File: src/rtl/boss_fsm.sv
// Boss-enemy controller: horizontal chase within clamped bounds, bullet hits with invulnerability window, death.
// Optional enrage mode (double step, halved walk divider at half health) is enabled by defining BOSS_ENRAGE_EN.
module boss_fsm #(
  parameter int X_CENTER    = 500,
  parameter int Y_CENTER    = 389,
  parameter int SIZE        = 50,
  parameter int X_MIN       = 1,
  parameter int X_MAX       = 639,
  parameter int SPEED       = 1,
  parameter int MAX_HEALTH  = 350,
  parameter int DAMAGE      = 10,
  parameter int HIT_MARGIN  = 30,
  parameter int HURT_FRAMES = 30,
  parameter int WALK_DIV    = 15
) (
  input  logic       frame_clk,
  input  logic       Reset,
  input  logic       active,
  input  logic [9:0] PlayerX,
  input  logic [9:0] PlayerY,
  input  logic [9:0] PlayerS,
  input  logic [9:0] bulletX,
  input  logic [9:0] bulletY,
  input  logic       bullet_valid,
  output logic [9:0] BossX,
  output logic [9:0] BossY,
  output logic [9:0] BossS,
  output logic [1:0] walk_frame,
  output logic       is_walking,
  output logic       direction,
  output logic [9:0] health,
  output logic [1:0] state,
  output logic       hit,
  output logic       dead,
  output logic       enraged
);

  typedef enum logic [1:0] {
    ST_IDLE  = 2'd0,
    ST_CHASE = 2'd1,
    ST_HURT  = 2'd2,
    ST_DEAD  = 2'd3
  } state_t;

  localparam logic [10:0] X_LO      = 11'(X_MIN + SIZE);
  localparam logic [10:0] X_HI      = 11'(X_MAX - SIZE);
  localparam logic [10:0] SIZE_W    = 11'(SIZE);
  localparam logic [10:0] Y_LO      = (Y_CENTER >= SIZE + HIT_MARGIN) ?
                                      11'(Y_CENTER - SIZE - HIT_MARGIN) : 11'd0;
  localparam logic [10:0] Y_HI      = 11'(Y_CENTER + SIZE + HIT_MARGIN);
  localparam logic [9:0]  DAMAGE_W  = 10'(DAMAGE);
  localparam logic [15:0] HURT_LOAD = 16'(HURT_FRAMES - 1);
  localparam logic [15:0] WALK_FULL = 16'(WALK_DIV);
  localparam logic [15:0] WALK_HALF = 16'(WALK_DIV / 2);

  state_t      state_q, state_d;
  logic [9:0]  boss_x_q, boss_x_d;
  logic [9:0]  health_q, health_d;
  logic        direction_q, direction_d;
  logic [1:0]  walk_frame_q, walk_frame_d;
  logic [15:0] walk_cnt_q, walk_cnt_d;
  logic        is_walking_q, is_walking_d;
  logic        hit_q, hit_d;
  logic        dead_q, dead_d;
  logic        enraged_q, enraged_d;
  logic [15:0] hurt_cnt_q, hurt_cnt_d;

  logic        enrage_now;
  logic [10:0] bx_w, step, target, clamped;
  logic [15:0] walk_div;
  logic        move_r, move_l, bullet_hit;
  logic [9:0]  health_hit;
  logic        unused_player_y;

  assign unused_player_y = ^PlayerY;

`ifdef BOSS_ENRAGE_EN
  localparam logic [9:0] HALF_HEALTH = 10'(MAX_HEALTH / 2);
  assign enrage_now = (health_q <= HALF_HEALTH);
`else
  assign enrage_now = 1'b0;
`endif

  // Movement target, bounds clamp and hitbox test, all on the current boss position.
  always_comb begin
    bx_w     = {1'b0, boss_x_q};
    step     = enrage_now ? 11'(2 * SPEED) : 11'(SPEED);
    walk_div = enrage_now ? WALK_HALF : WALK_FULL;
    move_r   = (bx_w + {1'b0, PlayerS}) < {1'b0, PlayerX};
    move_l   = bx_w > ({1'b0, PlayerX} + {1'b0, PlayerS});
    if (move_r) begin
      target = bx_w + step;
    end else if (move_l) begin
      target = (bx_w > step) ? (bx_w - step) : 11'd0;
    end else begin
      target = bx_w;
    end
    if (target < X_LO) begin
      clamped = X_LO;
    end else if (target > X_HI) begin
      clamped = X_HI;
    end else begin
      clamped = target;
    end
    bullet_hit = bullet_valid
              && ({1'b0, bulletX} >= ((bx_w > SIZE_W) ? (bx_w - SIZE_W) : 11'd0))
              && ({1'b0, bulletX} <= (bx_w + SIZE_W))
              && ({1'b0, bulletY} >= Y_LO)
              && ({1'b0, bulletY} <= Y_HI);
    health_hit = (health_q > DAMAGE_W) ? (health_q - DAMAGE_W) : 10'd0;
  end

  always_comb begin
    state_d      = state_q;
    boss_x_d     = boss_x_q;
    health_d     = health_q;
    direction_d  = direction_q;
    enraged_d    = enraged_q;
    hurt_cnt_d   = hurt_cnt_q;
    dead_d       = dead_q;
    is_walking_d = 1'b0;
    hit_d        = 1'b0;
    walk_cnt_d   = 16'd0;
    walk_frame_d = 2'd0;

    if (!active) begin
      state_d     = ST_IDLE;
      boss_x_d    = 10'(X_CENTER);
      health_d    = 10'(MAX_HEALTH);
      direction_d = 1'b1;
      enraged_d   = 1'b0;
      hurt_cnt_d  = 16'd0;
      dead_d      = 1'b0;
    end else begin
      case (state_q)
        ST_IDLE: state_d = ST_CHASE;
        ST_CHASE: begin
          boss_x_d     = clamped[9:0];
          is_walking_d = (move_r || move_l) && (clamped != bx_w);
          if (move_r) begin
            direction_d = 1'b1;
          end else if (move_l) begin
            direction_d = 1'b0;
          end
          enraged_d = enrage_now;
          if (bullet_hit) begin
            health_d = health_hit;
            hit_d    = 1'b1;
            if (health_hit == 10'd0) begin
              state_d = ST_DEAD;
              dead_d  = 1'b1;
            end else begin
              state_d    = ST_HURT;
              hurt_cnt_d = HURT_LOAD;
            end
          end
        end
        ST_HURT: begin
          if (hurt_cnt_q == 16'd0) begin
            state_d = ST_CHASE;
          end else begin
            hurt_cnt_d = hurt_cnt_q - 16'd1;
          end
        end
        default: dead_d = 1'b1;
      endcase
    end

    // >= rather than == so a shrinking divider cannot strand the counter past its wrap point.
    if (is_walking_d) begin
      if (walk_cnt_q >= walk_div - 16'd1) begin
        walk_cnt_d   = 16'd0;
        walk_frame_d = (walk_frame_q == 2'd2) ? 2'd0 : (walk_frame_q + 2'd1);
      end else begin
        walk_cnt_d   = walk_cnt_q + 16'd1;
        walk_frame_d = walk_frame_q;
      end
    end
  end

  always_ff @(posedge frame_clk or posedge Reset) begin
    if (Reset) begin
      state_q      <= ST_IDLE;
      boss_x_q     <= 10'(X_CENTER);
      health_q     <= 10'(MAX_HEALTH);
      direction_q  <= 1'b1;
      walk_frame_q <= 2'd0;
      walk_cnt_q   <= 16'd0;
      is_walking_q <= 1'b0;
      hit_q        <= 1'b0;
      dead_q       <= 1'b0;
      enraged_q    <= 1'b0;
      hurt_cnt_q   <= 16'd0;
    end else begin
      state_q      <= state_d;
      boss_x_q     <= boss_x_d;
      health_q     <= health_d;
      direction_q  <= direction_d;
      walk_frame_q <= walk_frame_d;
      walk_cnt_q   <= walk_cnt_d;
      is_walking_q <= is_walking_d;
      hit_q        <= hit_d;
      dead_q       <= dead_d;
      enraged_q    <= enraged_d;
      hurt_cnt_q   <= hurt_cnt_d;
    end
  end

  assign BossX      = boss_x_q;
  assign BossY      = 10'(Y_CENTER);
  assign BossS      = 10'(SIZE);
  assign walk_frame = walk_frame_q;
  assign is_walking = is_walking_q;
  assign direction  = direction_q;
  assign health     = health_q;
  assign state      = state_q;
  assign hit        = hit_q;
  assign dead       = dead_q;
  assign enraged    = enraged_q;

endmodule

File: config.mk
export PLATFORM = sky130hd
export DESIGN_NAME = boss_fsm
export DESIGN_NICKNAME = d
export VERILOG_FILES = /design/src/rtl/boss_fsm.sv
export SDC_FILE = /design/constraint.sdc
export NUM_CORES = 1
export LEC_CHECK = 0
export ABC_CLOCK_PERIOD_IN_PS = 11900
export CORE_ASPECT_RATIO = 1.25
export CORE_MARGIN = 10
export CORE_UTILIZATION = 30
export DETAILED_ROUTE_END_ITERATION = 6
export DONT_BUFFER_PORTS = 1
export PLACE_DENSITY = 0.49
export SYNTH_ARGS = -nofsm -noshare
export SYNTH_HDL_FRONTEND = slang
export SYNTH_SLANG_ARGS = --single-unit
File: constraint.sdc
create_clock -name frame_clk -period 11.9 [get_ports frame_clk]
set_input_delay 3.57 -clock frame_clk [delete_from_list [all_inputs] [get_ports frame_clk]]
set_output_delay 3.57 -clock frame_clk [all_outputs]
set_load 0.02 [all_outputs]
After elaboration in Yosys (flattened, before gate mapping)
Cells that the tools add are included.
{ "totals": {"regBits": 61, "inputBits": 54, "wordCells": 106, "out_inout_bits": 49} }
{ "classes": {"n_lt_le_gt_ge": 12, "n_addsub": 10, "reduce_logical": 15, "eq_ne": 16, "mux": 42} }
{ "ops": {"columns": ["operator", "n"], "rows": [
  ["$mux 16", 6],
  ["$mux 11", 6],
  ["$mux 10", 6],
  ["$pmux 16 s2", 1],
  ["$add 10x10->11", 2],
  ["$add 16x1->16 const B", 1],
  ["$ge 16x4->1 const B", 1],
  ["$logic_not 16->1", 1],
  ["$sub 16x1->16 const B", 1],
  ["$mux 1", 15],
  ["$ne 3x3->1 const B", 5],
  ["$mux 2", 6],
  ["$add 10x1->11 const B", 1],
  ["$add 10x6->11 const B", 1],
  ["$ge 10x11->1", 1],
  ["$gt 10x11->1", 1],
  ["$gt 11x10->1 const B", 1],
  ["$le 10x11->1", 1],
  ["$lt 11x10->1", 1],
  ["$lt 11x6->1 const B", 1],
  ["$ne 11x10->1", 1],
  ["$sub 10x1->11 const B", 1],
  ["$sub 10x6->11 const B", 1],
  ["$ge 10x9->1 const B", 1],
  ["22 further kinds", 32]
]} }

Logic depth before layout (Yosys ltp)
{ "logic_depth": {"ltp_word": 12, "depth_mapped": 26, "depth_no_buf": 23} }

Worst setup path after synthesis
OpenSTA, ideal clock, no wires.
{ "synth_timing": {"path_type": "input to register", "startpoint": "input port PlayerX[1]", "endpoint": "register is_walking_q (netlist: is_walking)", "t_required_ns": 11.757, "slack_ns": 3.479, "stages": 24, "setup_time_ns": 0.143, "t_arrival_ns": 8.278, "n_path_buf": 1, "path_cell_list": "ha_1 -> a21o_1 -> a21oi_1 -> o21bai_1 -> a21oi_1 -> o21bai_1 -> a21oi_1 -> o21bai_1 -> a21oi_1 -> xor2_1 -> ha_1 -> nand3_1 -> nor3_1 -> or4_1 -> buf_2 -> o31a_1 -> o31ai_4 -> o211ai_2 -> or3_4 -> or3_4 -> a31oi_4 -> o221ai_2 -> a31oi_4 -> a311oi_2"} }
{ "synth_between": {"elab_chain_len": 11, "elab_cells_between_ends": 14, "classes_between": "add/sub: 1; order compare: 4; eq/ne: 1; mux: 6; reduce/logical: 2"} }
{ "synth_rtl": {"columns": ["element", "line", "source"], "rows": [
  ["from (decl)", "19", "input logic [9:0] PlayerX,"],
  ["$add 10x10->11", "90", "move_l = bx_w > ({1'b0, PlayerX} + {1'b0, PlayerS});"],
  ["$gt 10x11->1", "90", null],
  ["$mux 11", "93", "end else if (move_l) begin"],
  ["$mux 11", "91", "if (move_r) begin"],
  ["$gt 11x10->1", "100", "end else if (target > X_HI) begin"],
  ["$mux 11", "100", null],
  ["$mux 11", "98", "if (target < X_LO) begin"],
  ["$ne 11x10->1", "139", "is_walking_d = (move_r || move_l) && (clamped != bx_w);"],
  ["$logic_and 1x1->1 *", "139", null],
  ["$mux 1 *", "135", "case (state_q)"],
  ["$mux 1 *", "126", "if (!active) begin"],
  ["via is_walking_d", "62", "logic is_walking_q, is_walking_d;"],
  ["to (signal assigned)", "201", "is_walking_q <= is_walking_d;"],
  ["to (decl)", "62", null]
]} }
The timed path passes the listed nets; every way through them passes the cells marked *.
A chain may end at the register's enable or synchronous reset.

Final worst setup path
Ends and elaborated chain as after synthesis.

==> reports/results.ini <==
[outcome]
status = completed

[grt]
grt_use_total = 0.135
grt_pass1_wl_um = 30200
antenna_found_initial = 0
overflow = 0
grt_pass1_vias = 5713
grt_max_degree = 61

[sta]
setup_viol = 0
fin_crit_ns = 8.88
skew_ns = 0.00984
fmaxAchievable_ghz = 0.113
max_slew_margin = 0.326
drv_slew = 0
hold_violations = 0
tightest_slew_ns = 1.01
finalSetupTns_ns = 0
setup_slack_ns = 3.02
rsz0062_at_grt = no
fin_crit_sh = 0.747

[power_and_ir_drop]
p_leak_uw = 0.00291
powerDensity_mw_per_mm2 = 141
swShare = 0.433
ir_drop_mv = 0.0855
cellInternalPower_uw = 548
clkPwrFrac = 0.256
pwr-share-seq = 0.274
p_sw_uw = 418
pwr-share-comb = 0.470

[finish]
regArea_sq_mm = 0.00152
multi_input_area_sq_mm = 0.00448
fin_util = 0.330
fin_nets = 884
syn_to_final_growth_pct = 8.41
antenna_cells = 0
final_common_cell = ha_1
finish.instance_area_sq_mm = 0.00685
drive_gt1_frac = 0.0904
fill_cells = 2183
mostFrequentLayoutCells = ha_1 (70), a21oi_1 (54), dfrtp_1 (47)

[route]
via_count = 5584
viasPerCell = 5.38
drc = 0
ant_nets = 0
dr.pass1.iters = 5
routedWlPerCell_um = 18.0
drt-initial-drc-count = 301
routed_wl_um = 18700

[yosys]
synth-compound-area-share = 0.283
synth_seq_cells = 60
synth_edf_count = 0
yosysWarnings = 0
synthArstFlopShare = 1.00
synthTopCellsByArea = dfrtp_1 (19%), ha_1 (14%), dfstp_2 (5.4%)
ys_seq_area_frac = 0.240
synth_top_cell_by_area = dfrtp_1
synth_top_family_by_area = compound AO/OA/AOI/OAI gates
synthMuxAreaShare = 0.00475
yosys.area_share.simple = 0.204
syn-instance-count = 757
synthAdderAreaFrac = 0.145
synth.top_cell.area_share = 0.186
avgSynthCellArea_sq_um = 8.35
synth_cell_types = 85
mappedNetlistArea_sq_mm = 0.00632
ys.flop_type = dfrtp_1
synthXorXnorAreaFrac = 0.0540

[worst_setup_path]
worstPathCellList = ha_1 -> a21o_1 -> a21oi_1 -> o21bai_1 -> a21oi_1 -> o21bai_1 -> a21oi_1 -> o21bai_1 -> a21oi_1 -> xor2_1 -> ha_1 -> nand3_1 -> nor3_1 -> or4_1 -> or2_4 -> nor2_1 -> a41oi_1 -> nor4_1 -> nand2_2 -> o21a_1 -> xnor2_1 -> a21oi_2 -> a311oi_2
cpMaxStageDelayCell = nor4_1
cp-end-kind = register
crit_type = primary input to register
path_max_fanout = 14
cp_common_cell = a21oi_1
max_stage_delay_ns = 0.60
cp.arrival_ns = 9.08
required_ns = 12.09
startpoint_type = primary input

[cts]
clk_latency_ns = 0.33
cts-resized-gates = 0
cts.htree.levels = 3
tritoncts = done
hold_buffers = 0
max-clock-path-buffers = 2
cts_root_buffer = clkbuf_16
numCtsBuffers = 9
clk_pin_slew_worst_paths_ns = 0.06
postCtsSetupBuffers = 0
clock-sinks = 60

[placed_design]
gp_congestion = 0.847
dpl_cell_area_sq_mm = 0.00657
io_buffers = 0
place_ws_ns = 2.76
dp_hpwl_um = 14200

[floorplan]
die_x_um = 150
ios = 103
fp-row-count = 59
core_area_sq_mm = 0.0207
die_area_sq_mm = 0.0273
fp.dieH_um = 182
initial_core_util = 0.305

[hold_path]
hold_class = register to register

[run]
cap_violations = 0

[cell type report]
type                       instances  area share
inverter                          41      0.0225
timing repair buffer               9     0.00986
multi-input combinational        637       0.654
clock buffer                       9      0.0329
sequential                        60       0.222
clock inverter                     7     0.00895
tap                              274      0.0500
[synthesized netlist by cell type, types with 15 or more instances]
cell	instances
a21o_1	19
a31oi_1	18
nor2_1	42
a21oi_1	54
nor3_1	24
o21ai_0	44
ha_1	70
dfrtp_1	47
buf_4	21
inv_1	40
or3_1	18
nand3_1	15
xnor2_1	27
nand2_1	46
clkbuf_1	19
[worst max-delay path, delay by kind of cell]
kind | cells | cell delay (ns)
and+or+nand+nor | 7 | 2.16
xor gates and xnor gates | 2 | 0.35
adders and majority gates | 2 | 0.53
AOI/OAI and AO/OA | 12 | 2.45
[worst paths after layout]
check / startpoint / end / slack (ns) / cells after the start
worst max-delay path: PlayerX[1] / is_walking / 3.02 / 23
worst min-delay path: hurt_cnt_q[1] / hurt_cnt_q[1] / 0.52 / 2
worst max register to register: BossX[0] / walk_cnt_q[4] / 5.61 / 20
worst min register to register: hurt_cnt_q[1] / hurt_cnt_q[1] / 0.52 / 2
max in group asynchronous: Reset / BossX[9] / 8.05 / 2
min in group asynchronous: Reset / hurt_cnt_q[14] / 3.35 / 2
[sequential cells by signal (all words and copies together) (netlist names)]
name and cells:
health 10, is_walking 1, walk_cnt_q 16, BossX 10
walk_frame 2, dead 1, hit 1, hurt_cnt_q 16
direction 1, state 2
[power by group through the flow]
stage / clock (uW) / sequential, uW / combinational [uW]
floorplan: 0 / 253 / 365
global placement: 0 / 269 / 452
detailed placement: 0 / 269 / 451
CTS: 255 / 265 / 454
global route: 266 / 270 / 512
finish: 247 / 265 / 454
[layer usage]
layer,vias to the layer above,global-route usage,part of all wire
li1,2802,-,-
met1,2620,0.159,0.42
met2,139,0.234,0.50
met3,23,0.0334,0.063
met4,0,0.0413,0.019
met5,-,0,0
[cell families after synthesis]
family,after synthesis
compound gates,252
xor+xnor,39
fa+ha+maj,72
buf+inv,90
flops,60
mux,3
other cells,2
simple gates,239
[per-stage QoR]
| step | hold slack [ns] | instances | total power (uW) |
|---|---|---|---|
| final | 0.525 | 1037 | 966 |
| after global routing | 0.584 | 1037 | 1050 |
| after CTS | 0.529 | 1037 | 975 |
| after detailed placement | 0.516 | 1021 | 720 |
| after global placement | 0.507 | 1021 | 720 |
| after floorplan | 0.488 | 787 | 618 |
Power figures use the tool's default switching activity.
